File: src/rtl/dac_serial_mux.sv
// dac_serial_mux - multi-channel serial DAC writer.
//
// Latches per-channel DAC codes on rising update strobes, grants channels
// round-robin and shifts each code MSB-first onto a shared sclk/din pair.
// Each DAC has its own active-low enable.
//
// Parameters: NCH (channels), DATA_W (bits per word), HALF (clocks per
// serial-clock half period; sclk = clock / (2*HALF)).
//
// Ports:
//   clock, reset        system clock, synchronous active-high reset
//   data[NCH*DATA_W]    channel i code at [i*DATA_W +: DATA_W]
//   update[NCH]         per-channel write request (rising edge only)
//   pending[NCH]        latched request not yet sent
//   busy                frame in progress (SETUP..HOLD)
//   done                one-cycle pulse on return to IDLE
//   dac_en_n[NCH]       active-low per-DAC enable (at most one low)
//   dac_sclk, dac_din   shared serial clock (idles low) and data
//
// Optional feature, macro DAC_READBACK_EN:
//   dac_sdo             serial readback, sampled on rising sclk
//   readback[DATA_W]    captured word, updated on the done cycle
//   readback_valid      pulses with done
module dac_serial_mux #(
  parameter int NCH    = 4,
  parameter int DATA_W = 14,
  parameter int HALF   = 8
) (
  input  logic                  clock,
  input  logic                  reset,
  input  logic [NCH*DATA_W-1:0] data,
  input  logic [NCH-1:0]        update,
  output logic [NCH-1:0]        pending,
  output logic                  busy,
  output logic                  done,
  output logic [NCH-1:0]        dac_en_n,
  output logic                  dac_sclk,
`ifdef DAC_READBACK_EN
  output logic                  dac_din,
  input  logic                  dac_sdo,
  output logic [DATA_W-1:0]     readback,
  output logic                  readback_valid
`else
  output logic                  dac_din
`endif
);

  localparam int CNT_W = $clog2(HALF);
  localparam int IDX_W = (NCH > 1) ? $clog2(NCH) : 1;
  localparam int BIT_W = $clog2(DATA_W);

  typedef enum logic [1:0] {IDLE, SETUP, SHIFT, HOLD} state_t;

  state_t                        state_q, state_d;
  logic [NCH-1:0]                upd_s_q, upd_p_q;
  logic [NCH-1:0]                pending_q, pending_d;
  logic [NCH-1:0][DATA_W-1:0]    shadow_q, shadow_d;
  logic [CNT_W-1:0]              cnt_q, cnt_d;
  logic [BIT_W-1:0]              bits_q, bits_d;
  logic [DATA_W-1:0]             sh_q, sh_d;
  logic [IDX_W-1:0]              rr_q, rr_d;
  logic [NCH-1:0]                en_n_q, en_n_d;
  logic                          sclk_q, sclk_d;
  logic                          din_q, din_d;
  logic                          busy_q, busy_d;
  logic                          done_q, done_d;
  logic [NCH-1:0]                rise;
  logic                          tick;
  logic [IDX_W-1:0]              pick;

  // First requesting channel at or after 'start', wrapping around.
  function automatic logic [IDX_W-1:0] rr_pick(input logic [NCH-1:0] req,
                                               input logic [IDX_W-1:0] start);
    logic [IDX_W-1:0] r;
    int idx;
    r = start;
    // Walk offsets high to low so the smallest offset is the final winner.
    for (int i = NCH - 1; i >= 0; i--) begin
      idx = int'(start) + i;
      if (idx >= NCH) idx = idx - NCH;
      if (req[idx]) r = IDX_W'(idx);
    end
    return r;
  endfunction

  assign rise = upd_s_q & ~upd_p_q;
  assign tick = (state_q != IDLE) && (cnt_q == CNT_W'(HALF - 1));
  assign pick = rr_pick(pending_q, rr_q);

  always_comb begin
    state_d   = state_q;
    cnt_d     = (state_q == IDLE) ? '0 : (tick ? '0 : cnt_q + CNT_W'(1));
    bits_d    = bits_q;
    sh_d      = sh_q;
    rr_d      = rr_q;
    en_n_d    = en_n_q;
    sclk_d    = sclk_q;
    din_d     = din_q;
    busy_d    = busy_q;
    done_d    = 1'b0;
    shadow_d  = shadow_q;
    pending_d = pending_q;

    case (state_q)
      IDLE: begin
        if (|pending_q) begin
          state_d          = SETUP;
          sh_d             = shadow_q[pick];
          din_d            = shadow_q[pick][DATA_W-1];
          en_n_d           = ~(NCH'(1) << pick);
          busy_d           = 1'b1;
          bits_d           = '0;
          pending_d[pick]  = 1'b0;
          rr_d             = (int'(pick) == NCH - 1) ? '0 : pick + IDX_W'(1);
        end
      end
      SETUP: begin
        if (tick) state_d = SHIFT;
      end
      SHIFT: begin
        if (tick) begin
          sclk_d = ~sclk_q;
          if (sclk_q) begin
            // Falling sclk: advance to the next bit, or finish after the
            // last one leaving din on the LSB.
            if (bits_q == BIT_W'(DATA_W - 1)) begin
              state_d = HOLD;
            end else begin
              sh_d   = sh_q << 1;
              din_d  = sh_q[DATA_W-2];
              bits_d = bits_q + BIT_W'(1);
            end
          end
        end
      end
      HOLD: begin
        if (tick) begin
          state_d = IDLE;
          en_n_d  = '1;
          din_d   = 1'b0;
          busy_d  = 1'b0;
          done_d  = 1'b1;
        end
      end
      default: state_d = IDLE;
    endcase

    // A new rise always wins, including on the edge its channel is granted.
    for (int i = 0; i < NCH; i++) begin
      if (rise[i]) begin
        pending_d[i] = 1'b1;
        shadow_d[i]  = data[i*DATA_W +: DATA_W];
      end
    end
  end

  always_ff @(posedge clock) begin
    if (reset) begin
      // Edge detector follows the live input so a held strobe is ignored.
      upd_s_q   <= update;
      upd_p_q   <= update;
      state_q   <= IDLE;
      pending_q <= '0;
      shadow_q  <= '0;
      cnt_q     <= '0;
      bits_q    <= '0;
      sh_q      <= '0;
      rr_q      <= '0;
      en_n_q    <= '1;
      sclk_q    <= 1'b0;
      din_q     <= 1'b0;
      busy_q    <= 1'b0;
      done_q    <= 1'b0;
    end else begin
      upd_s_q   <= update;
      upd_p_q   <= upd_s_q;
      state_q   <= state_d;
      pending_q <= pending_d;
      shadow_q  <= shadow_d;
      cnt_q     <= cnt_d;
      bits_q    <= bits_d;
      sh_q      <= sh_d;
      rr_q      <= rr_d;
      en_n_q    <= en_n_d;
      sclk_q    <= sclk_d;
      din_q     <= din_d;
      busy_q    <= busy_d;
      done_q    <= done_d;
    end
  end

  assign pending  = pending_q;
  assign busy     = busy_q;
  assign done     = done_q;
  assign dac_en_n = en_n_q;
  assign dac_sclk = sclk_q;
  assign dac_din  = din_q;

`ifdef DAC_READBACK_EN
  logic [DATA_W-1:0] cap_q, cap_d;
  logic [DATA_W-1:0] rb_q, rb_d;
  logic              rbv_q, rbv_d;

  always_comb begin
    cap_d = cap_q;
    rb_d  = rb_q;
    rbv_d = 1'b0;
    if (state_q == IDLE && |pending_q) cap_d = '0;
    // sclk is about to rise: this is the DAC's sampling point.
    if (state_q == SHIFT && tick && !sclk_q) cap_d = {cap_q[DATA_W-2:0], dac_sdo};
    if (state_q == HOLD && tick) begin
      rb_d  = cap_q;
      rbv_d = 1'b1;
    end
  end

  always_ff @(posedge clock) begin
    if (reset) begin
      cap_q <= '0;
      rb_q  <= '0;
      rbv_q <= 1'b0;
    end else begin
      cap_q <= cap_d;
      rb_q  <= rb_d;
      rbv_q <= rbv_d;
    end
  end

  assign readback       = rb_q;
  assign readback_valid = rbv_q;
`endif

endmodule

File: config.mk
export PLATFORM = sky130hd
export DESIGN_NAME = dac_serial_mux
export DESIGN_NICKNAME = d
export VERILOG_FILES = /design/src/rtl/dac_serial_mux.sv
export SDC_FILE = /design/constraint.sdc
export NUM_CORES = 1
export LEC_CHECK = 0
export ABC_CLOCK_PERIOD_IN_PS = 3400
export CORE_UTILIZATION = 57
export DETAILED_ROUTE_END_ITERATION = 10
export GPL_ROUTABILITY_DRIVEN = 0
export HOLD_SLACK_MARGIN = 0.03
export PLACE_DENSITY = 0.85
export SYNTH_ARGS = -nofsm -noshare
export SYNTH_HDL_FRONTEND = slang
export SYNTH_SLANG_ARGS = --single-unit
export TNS_END_PERCENT = 5
File: constraint.sdc
create_clock -name clock -period 3.4 [get_ports clock]
set_clock_uncertainty 0.05 [all_clocks]
set_input_delay 0.68 -clock clock [delete_from_list [all_inputs] [get_ports clock]]
set_output_delay 0.68 -clock clock [all_outputs]
set_load 0.05 [all_outputs]
# Word-level counts from Yosys, hierarchy flattened
# Index checks and enable logic that the tools add are counted.
# totals
register_bits	100
in_bits	62
output_inout_bits	12
word_cells	150
# op_classes
reduce_logical	28
n_lt_le_gt_ge	10
mux	61
n_addsub	10
shift	1
n_eq_ne	13
bitwise	7
# op_table
operator	n
32-bit by 4-bit < comparator with 1-bit output (second input constant)	4
32-bit 2-to-1 mux	4
13-bit 2-to-1 mux	4
4-bit 2-to-1 mux	9
14-bit binary-select mux with 2-bit select	1
13-bit case mux with 2 select lines	1
2-bit 2-to-1 mux	11
2-bit nonzero test	11
1-bit 2-to-1 mux	20
4-bit case mux with 2 select lines	2
14-bit 2-to-1 mux	1
2-bit != test (second input constant)	6
4-bit NOT	3
2-bit AND reduction	6
6-bit AND reduction	2
3-bit by 3-bit subtractor with 4-bit output (second input constant)	3
3-bit greater-or-equal comparator (second input constant)	3
4-bit AND	2
1-bit binary-select mux with 2-bit select	4
2-bit case mux with 4 select lines	1
2-bit by 2-bit adder with 3-bit output (second input constant)	2
5-bit AND reduction	1
4-bit by 1-bit adder with 4-bit output (second input constant)	1
2-bit by 1-bit equality test with 1-bit output (second input constant)	2
23 further kinds	26

# Logic depth before layout (Yosys ltp)
# logic_depth
word_depth	19
depth_mapped	10
depth_no_buf	8

# Worst setup path after synthesis
# Ideal clock, no wire load.
# synth_timing
path_type	flip-flop to flip-flop
start	reg pending_q[1], in the netlist pending[1]
end	reg sh_q[1]
period_less_slack_ns	2.317
arrival_ns	2.112
path_slack_ns	1.083
required_time_ns	3.195
path_buffers	2
setup_ns	0.155
path_stages_with_launch	8
path_cell_list	dfxtp_1 o41ai_2 or2_1 buf_6 a2111o_1 buf_6 a211oi_2 a211oi_2
# synth_between
elab_chain_len	11
word_cells_on_any_way	23
classes_between	eq/ne: 1; mux: 20; reduce/logical: 2
# synth_lines
item	line_no	text
from (decl)	56	logic [NCH-1:0] pending_q, pending_d;
from (signal assigned)	178	pending_q <= pending_d;
1-bit binary-select mux with 2-bit select	81	if (req[idx]) r = IDX_W'(idx);
1-bit 2-to-1 mux (implied by the code) (2 in series)	81	
2-bit 2-to-1 mux (4 in series)	81	
14-bit binary-select mux with 2-bit select	108	sh_d = shadow_q[pick];
14-bit 2-to-1 mux	--	
13-bit 2-to-1 mux	106	if (|pending_q) begin
13-bit case mux with 2 select lines	104	case (state_q)
to (signal assigned)	167	sh_q <= '0;
to (signal assigned)	182	sh_q <= sh_d;
to (decl)	60	logic [DATA_W-1:0] sh_q, sh_d;
# Parallel ways exist; a longest one is shown, timed or not. The select of a mux whose other input is x is not followed.
# A chain may end at the register's enable or synchronous reset.

# Final worst setup path
# layout_timing
start	reg state_q[0]
end	reg sh_q[5]
# layout_between
elab_chain_len	4
word_cells_on_any_way	11
classes_between	eq/ne: 5; mux: 1; reduce/logical: 5
# layout_lines
item	line_no	text
from (decl)	54	state_t state_q, state_d;
from (signal assigned)	177	state_q <= state_d;
2-bit nonzero test	87	assign tick = (state_q != IDLE) && (cnt_q == CNT_W'(HALF - 1));
1-bit logical AND	87	
2-bit != test (no source line)	--	
5-bit AND reduction (no source line)	--	
# Parallel ways exist; a longest one is shown, timed or not.

==> reports/metrics.yaml <==
sta:
  finalMaxSlewViolations: 0
  fmax_ghz: 0.372
  min_period_over_period: 0.790
  hold_viol: 0
  fin_tns_setup_ns: 0
  finalSetupViolCount: 0
  rsz0062_at_grt: "no"
  period_minus_slack_ns: 2.68
  slew_headroom: 0.138
  tightest_slew_ns: 1.29
logic_synthesis:
  syn_inst: 510
  synth-compound-area-share: 0.207
  synth_edf_count: 0
  synth_top_family_by_area: "compound AO/OA/AOI/OAI gates"
  ys.flop_type: "dfxtp_1"
  syn-num-nets: 584
  muxShareOfSynthArea: 0.0556
  ys_ff_latch: 100
  synth-seq-area-share: 0.454
  synth_warnings: 0
  synth_adder_area_share: 0.0341
  synth_xor_area_frac: 0.00199
  synth_area_um2: 4410
  async_flop_share: 0
  yosys.cell_types.count: 40
  synth_simple_gate_area_share: 0.203
  syn_avg_cell_area_um2: 8.64
global_routing:
  grt_pass1_wl_um: 17700
  grt_max_degree: 32
  groute.usage.overall: 0.274
  overflow: 0
  grt_pass1_vias: 3718
  antenna_found_initial: 0
clock_network:
  clock_sinks: 100
  cts_root_buffer: "clkbuf_8"
  postCtsSetupBuffers: 0
  cts_hold_buf: 0
  cts.htree.levels: 3
  cts_resized: 0
  cts_inserted_buffers: 9
  clock_latency_ns: 0.37
  clk_path_buf_depth: 2
  cts_tree: "built"
  clkTransAtPathRegs_ns: 0.09
place:
  hpwl_um: 7730
  port_buffers: 73
cells_and_area:
  drive_gt1_frac: 0.0865
  n_antenna_cell: 0
  syn_to_final_growth_pct: 22.4
  final_nets: 647
  fillers: 543
critical_path:
  cpMaxStageDelayCell: "a2111o_1"
  crit_arrival_ns: 2.89
  crit_path_start_kind: "flop"
  path_cells: "inv_1 > ha_1 > o41ai_2 > or2_1 > a2111o_1 > a211oi_2 > a211oi_2"
  crit_top_cell: "a211oi_2"
  path_max_fanout: 13
  timing_worst_setup_path_type: "reg -> reg"
  end_kind: "flop"
  cpPeakStageDelay_ns: 0.63
  worst_ep_required_time_ns: 3.61
power_and_ir_drop:
  power_density_nw_per_um2: 621
  max-vdd-ir-drop_mv: 0.316
  finalPower_uw: 3350
  p_leak_uw: 0.00206
floorplanning:
  chipWidth_um: 89.9
  pin_count: 74
  core_um2: 7370
  rows: 31
  die-area_um2: 8090
  die_h_um: 89.9
  initial_core_util: 0.598
drt:
  drtAntennaViolNets: 0
  num_vias: 3845
  wl_um: 10800
  firstDrtPassIters: 5
  wire_per_inst_um: 15.9
  drt-initial-drc-count: 213
  via_per_inst: 5.68
  drc_errors: 0
run:
  cap_violations: 0
status:
  outcome: "complete, no violations"
min_path:
  hp-class: "reg -> reg"
-- routing by layer --
| metal | part of all wire | global-route usage |
|---|---|---|
| met5 | 0 | 0 |
| met4 | 0.026 | 0.129 |
| met3 | 0.056 | 0.0381 |
| met2 | 0.47 | 0.447 |
| met1 | 0.45 | 0.359 |
-- placed cells by master, fill, tap and decap left out, types with 4 or more instances in the layout --
master	synthesis	final
a211oi_2	19	19
a21boi_0	4	4
a21oi_1	65	65
and2_1	5	5
and3_1	14	14
buf_4	0	7
clkbuf_8	0	10
clkdlybuf4s50_1	0	72
dfxtp_1	100	100
ha_1	12	12
inv_1	11	11
mux2_2	4	4
mux2i_1	20	20
nand2_1	138	138
nand2b_1	11	11
nand3_1	6	6
nor2_1	18	18
nor2b_1	6	6
o21ai_0	6	6
o221ai_1	13	13
-- state kept, by name (all words and copies together) (netlist names), 3 cells and up --
| register | flops |
|---|---|
| upd_s_q | 4 |
| pending | 4 |
| cnt_q | 3 |
| bits_q | 4 |
| dac_en_n | 4 |
| sh_q | 13 |
| shadow_q | 56 |
| upd_p_q | 4 |
-- per-stage QoR --
stage | area [um^2] | std cells | util | setup slack [ns] | hold slack, ns
2_1_floorplan | 4410 | 510 | - | 1.08 | 0.349
3_3_place_gp | 5170 | 661 | 0.701 | 0.959 | 0.390
3_5_place_dp | 5170 | 661 | 0.701 | 0.781 | 0.377
4_1_cts | 5390 | 677 | 0.732 | 0.755 | 0.397
5_1_grt | 5390 | 677 | 0.732 | 0.549 | 0.430
6_report | 5390 | 677 | 0.732 | 0.715 | 0.391
-- logic make-up after synthesis --
group,Yosys count
xor+xnor,1
flops,100
buf+inv,40
mux,24
compound gates,127
fa+ha+maj,12
simple gates,206
-- worst max-delay path, delay by kind of cell, from the launching register on --
family / cells / cell delay (ns)
AOI/OAI and AO/OA: 4 / 1.28
adders and majority gates: 1 / 0.42
buffers and inverters: 1 / 0.11
DFF: 1 / 0.35
and+or+nand+nor: 1 / 0.36
-- synthesized netlist by cell type, types with 6 or more instances --
cell type | n | area [um^2]
nand2_1 | 138 | 518
dfxtp_1 | 100 | 2000
a21oi_1 | 65 | 325
mux2i_1 | 20 | 200
a211oi_2 | 19 | 238
nor2_1 | 18 | 67.6
clkbuf_1 | 17 | 63.8
and3_1 | 14 | 87.6
o221ai_1 | 13 | 114
ha_1 | 12 | 150
inv_1 | 11 | 41.3
nand2b_1 | 11 | 68.8
buf_1 | 6 | 22.5
nand3_1 | 6 | 30.0
nor2b_1 | 6 | 37.5
o21ai_0 | 6 | 30.0
-- report_power, final --
part | internal, uW | switching (uW)
registers | 1320 | 111
clock network | 438 | 404
logic | 425 | 646
total | 2190 | 1160
-- cell type report --
type                    instances  area [um^2]  share of cell area
well taps                      99          124              0.0230
multi-input cells             370         2210               0.410
clock inverters                 5         85.1              0.0158
inverters                      12         50.0             0.00928
repair buffers                 80          778               0.144
flip-flops and latches        100         2000               0.371
clock buffers                  11          141              0.0262
-- worst paths after layout --
check	startpoint	slack (ns)	depth (start not counted)	to
max	state_q[0]	0.72	7	sh_q[5]
min	cnt_q[0]	0.39	1	cnt_q[0]
max reg2reg	state_q[0]	0.72	7	sh_q[5]
min reg2reg	cnt_q[0]	0.39	1	cnt_q[0]
(Power assumes the default switching activity.)
